[src/rtl/kt_pkg.sv]
// Shared constants and types for the 5x5 knight's-tour checker.
// Contents: board/tour sizes, verdict error codes, coordinate/step types,
// and a helper that maps an on-board square to its visited-mask bit.
package kt_pkg;

  localparam int BOARD_N  = 5;
  localparam int TOUR_LEN = BOARD_N * BOARD_N;

  typedef logic [2:0] coord_t;
  typedef logic [4:0] step_t;
  typedef logic [2:0] err_t;

  typedef struct packed {
    coord_t x;
    coord_t y;
  } sq_t;

  // Error codes; a lower code wins when several fire on the same beat.
  localparam err_t ERR_NONE    = 3'd0;
  localparam err_t ERR_RANGE   = 3'd1;
  localparam err_t ERR_SEQ     = 3'd2;
  localparam err_t ERR_PREFIX  = 3'd3;
  localparam err_t ERR_KNIGHT  = 3'd4;
  localparam err_t ERR_REVISIT = 3'd5;
  localparam err_t ERR_TIMEOUT = 3'd6;
  localparam err_t ERR_CAPTURE = 3'd7;

  // 5*y + x for on-board squares (0..24); only meaningful when x,y <= 4.
  function automatic step_t sq_idx(input coord_t x, input coord_t y);
    return {y, 2'b00} + {2'b00, y} + {2'b00, x};
  endfunction

endpackage

[src/rtl/kt_knight_adj.sv]
// Knight-move detector: true when (x1,y1) is one knight hop from (x0,y0).
// Ports: x0_i/y0_i previous square, x1_i/y1_i current square, is_knight_o.
// Purely combinational; inputs may be off-board (up to 7).
module kt_knight_adj
  import kt_pkg::*;
(
  input  coord_t x0_i,
  input  coord_t y0_i,
  input  coord_t x1_i,
  input  coord_t y1_i,
  output logic   is_knight_o
);

  logic signed [3:0] sdx, sdy;
  logic        [3:0] adx, ady;

  // Zero-extended 4-bit signed difference, then magnitude.
  assign sdx = $signed({1'b0, x1_i}) - $signed({1'b0, x0_i});
  assign sdy = $signed({1'b0, y1_i}) - $signed({1'b0, y0_i});
  assign adx = sdx[3] ? -sdx : sdx;
  assign ady = sdy[3] ? -sdy : sdy;

  assign is_knight_o = ((adx == 4'd1) && (ady == 4'd2)) ||
                       ((adx == 4'd2) && (ady == 4'd1));

endmodule

[config.mk]
export PLATFORM = sky130hd
export DESIGN_NAME = kt_knight_adj
export DESIGN_NICKNAME = d
export VERILOG_FILES = /design/src/rtl/kt_pkg.sv /design/src/rtl/kt_knight_adj.sv
export SDC_FILE = /design/constraint.sdc
export NUM_CORES = 1
export LEC_CHECK = 0
export BUFFER_PORTS_ARGS = -buffer_cell sky130_fd_sc_hd__buf_2
export CORE_AREA = 2 2 39 41
export DETAILED_ROUTE_END_ITERATION = 10
export DIE_AREA = 0 0 41 43
export SLEW_MARGIN = 20
export SYNTH_ARGS = -nofsm -noshare
export SYNTH_HDL_FRONTEND = slang
export SYNTH_SLANG_ARGS = --single-unit
[constraint.sdc]
create_clock -name vclk -period 3.1
set_input_delay 0.62 -clock vclk [all_inputs]
set_output_delay 0.62 -clock vclk [all_outputs]
set_load 0.02 [all_outputs]
==> flow_metrics.tcl <==
set metrics [dict create \
    fillers 149 \
    p_leak_nw 0.252 \
    cpLargestDelayFamily "adder cells" \
    post-cts-setup-buffers 0 \
    crit_fanout 2 \
    wirelength_um 678 \
    cp_slowest_stage_delay_ns 0.55 \
    antenna_found_initial 0 \
    final_nets 80 \
    ant_nets 0 \
    area_growth_pct 49.3 \
    grt_setup_unrepaired "true" \
    p_int_mw 0.0501 \
    yosys_warnings 0 \
    worstSetupPathType "in2out" \
    drv_slew 0 \
    vias 332 \
    hold_viol 0 \
    grt_pass1_wl_um 1130 \
    post-route-period-util_pct 110 \
    cp_cell_sequence "buf_8, inv_12, ha_4, inv_2, fa_1, inv_2, ha_4, and3_4, or4b_4, a221oi_4, buf_6" \
    max_freq_mhz 294 \
    drive_gt1_share_pct 42.1 \
    yosysTopAreaCell "ha_1" \
    seq_cells 0 \
    antenna_cells 0 \
    grt_overflow_total 0 \
    share_comb_of_total_power_pct 100.0 \
    post-route-drc-count 0 \
    fin_crit_ns 3.40 \
    cap_violations 0 \
    place_ws_ns -0.418 \
    start_util_pct 24.2 \
    power_density_nw_per_um2 194 \
    seqCellArea_sq_um 0 \
    seq_power_share_pct 0 \
    synth_top_area_share_pct 26.1 \
    timing.final.ws_setup_ns -0.304 \
    relSlewSlack_pct 79.3 \
    critPathRequiredTime_ns 2.48 \
    place_congestion 0.632 \
    synthCells 42 \
    ys_seq_area_share_pct 0 \
    ios 13 \
    rows 14 \
    setup_violations 1 \
    synth_area_leaders "ha_1, fa_1, inv_1, a21oi_1, xor2_1" \
    syn_avg_cell_area_sq_um 7.98 \
    die-height_um 43 \
    dieArea_sq_um 1760 \
    synth_area_sq_um 335 \
    drt_iter0_drc 5 \
    hold_class "in2out" \
    syn_nets 63 \
    clock_buffers 0 \
    critPathLaunchType "primary input" \
    drt_first_pass_iters 3 \
    grt_max_degree 5 \
    violations "setup timing" \
    worst_pin_slew_ns 0.311 \
    vdd_ir_drop_max_uv 87.5 \
    crit_slowest_cell "fa_1" \
    grt_use_total_pct 8.60 \
    p_sw_share_pct 48.4 \
    crit_buf_inv 5 \
    placed_cells 73 \
    crit_path_end_kind "primary output" \
    status "complete, but fails checks" \
    io_buffers 13 \
    finalNonFillerCells 73 \
    clock_power_share_pct 0 \
    die_w_um 41 \
    synth_cell_types 19 \
    grt_pass1_vias 324 \
    p_switching_mw 0.0471 \
    core_area_sq_um 1380 \
    cp.arrival_ns 2.78 \
    holdBufCountCts 0 \
    routedWlPerCell_um 9.29 \
    hpwlAfterDp_um 625 \
    vias_per_cell 4.55 \
]
[what timing repair did]
item,in CTS,in global routing
resized for setup,5,2
setup endpoints to repair,1,1
pin swaps,1,2
[per-layer routing]
metal	GRT usage [%]	share of wire, %	vias to the layer above
met2	17.8	55	10
met3	0	5.0	0
li1	-	-	178
met4	0	0	0
met5	0	0	-
met1	9.21	39	144
[synthesized netlist by cell type (all sizes together), types with 2 or more instances]
cell	instances
inv	10
ha	7
a21oi	4
and3	2
fa	2
nand2	2
nand3b	2
nor2	2
xor2	2
[per-stage QoR]
| step | util [%] | hold slack, ns | power [mW] | setup TNS [ns] | area, sq um |
|---|---|---|---|---|---|
| after floorplan | - | 1.62 | 0.0656 | -0.0952 | 372 |
| after global placement | 34.1 | 1.88 | 0.0885 | -0.394 | 472 |
| after detailed placement | 34.1 | 1.88 | 0.0914 | -0.418 | 472 |
| after CTS | 35.3 | 1.87 | 0.0946 | -0.326 | 488 |
| after global routing | 36.2 | 1.89 | 0.109 | -0.370 | 500 |
| final | 36.2 | 1.85 | 0.0972 | -0.304 | 500 |
[path summary, 6_finish.rpt]
path / startpoint / to / slack (ns) / cells after the start
setup / recovery: y1_i[0] / is_knight_o / -0.30 / 11
hold / removal: x0_i[0] / is_knight_o / 1.85 / 6
[power groups by stage]
stage          registers, mW  clock network, mW  logic (mW)
2_1_floorplan              0                  0      0.0656
3_3_place_gp               0                  0      0.0885
3_5_place_dp               0                  0      0.0914
4_1_cts                    0                  0      0.0946
5_1_grt                    0                  0       0.109
6_report                   0                  0      0.0972
[cells by family after synthesis]
kind of cell | share of synthesized area [%]
simple gates | 25.7
buf+inv | 11.2
fa+ha+maj | 38.1
compound gates | 17.2
xor+xnor | 7.84
[layout make-up]
class | count | area, sq um | share of cell area, %
inverter | 10 | 50.0 | 10.0
tap | 16 | 20.0 | 4.00
multi-input combinational | 32 | 334 | 66.7
timing repair buffer | 15 | 96.3 | 19.2
[cell usage in the layout (no fill, tap or decap), drive strengths merged]
cell type	count
ha	7
xnor2	1
inv	10
o221ai	1
a221oi	1
o21ai	1
nor2	2
nand4bb	1
xor2	2
fa	2
or4b	1
a31o	1
buf	15
nand4b	1
nand3	1
a21oi	4
nand3b	2
and3	2
nand2	2
Note: power is estimated with default switching activity, not from simulation.
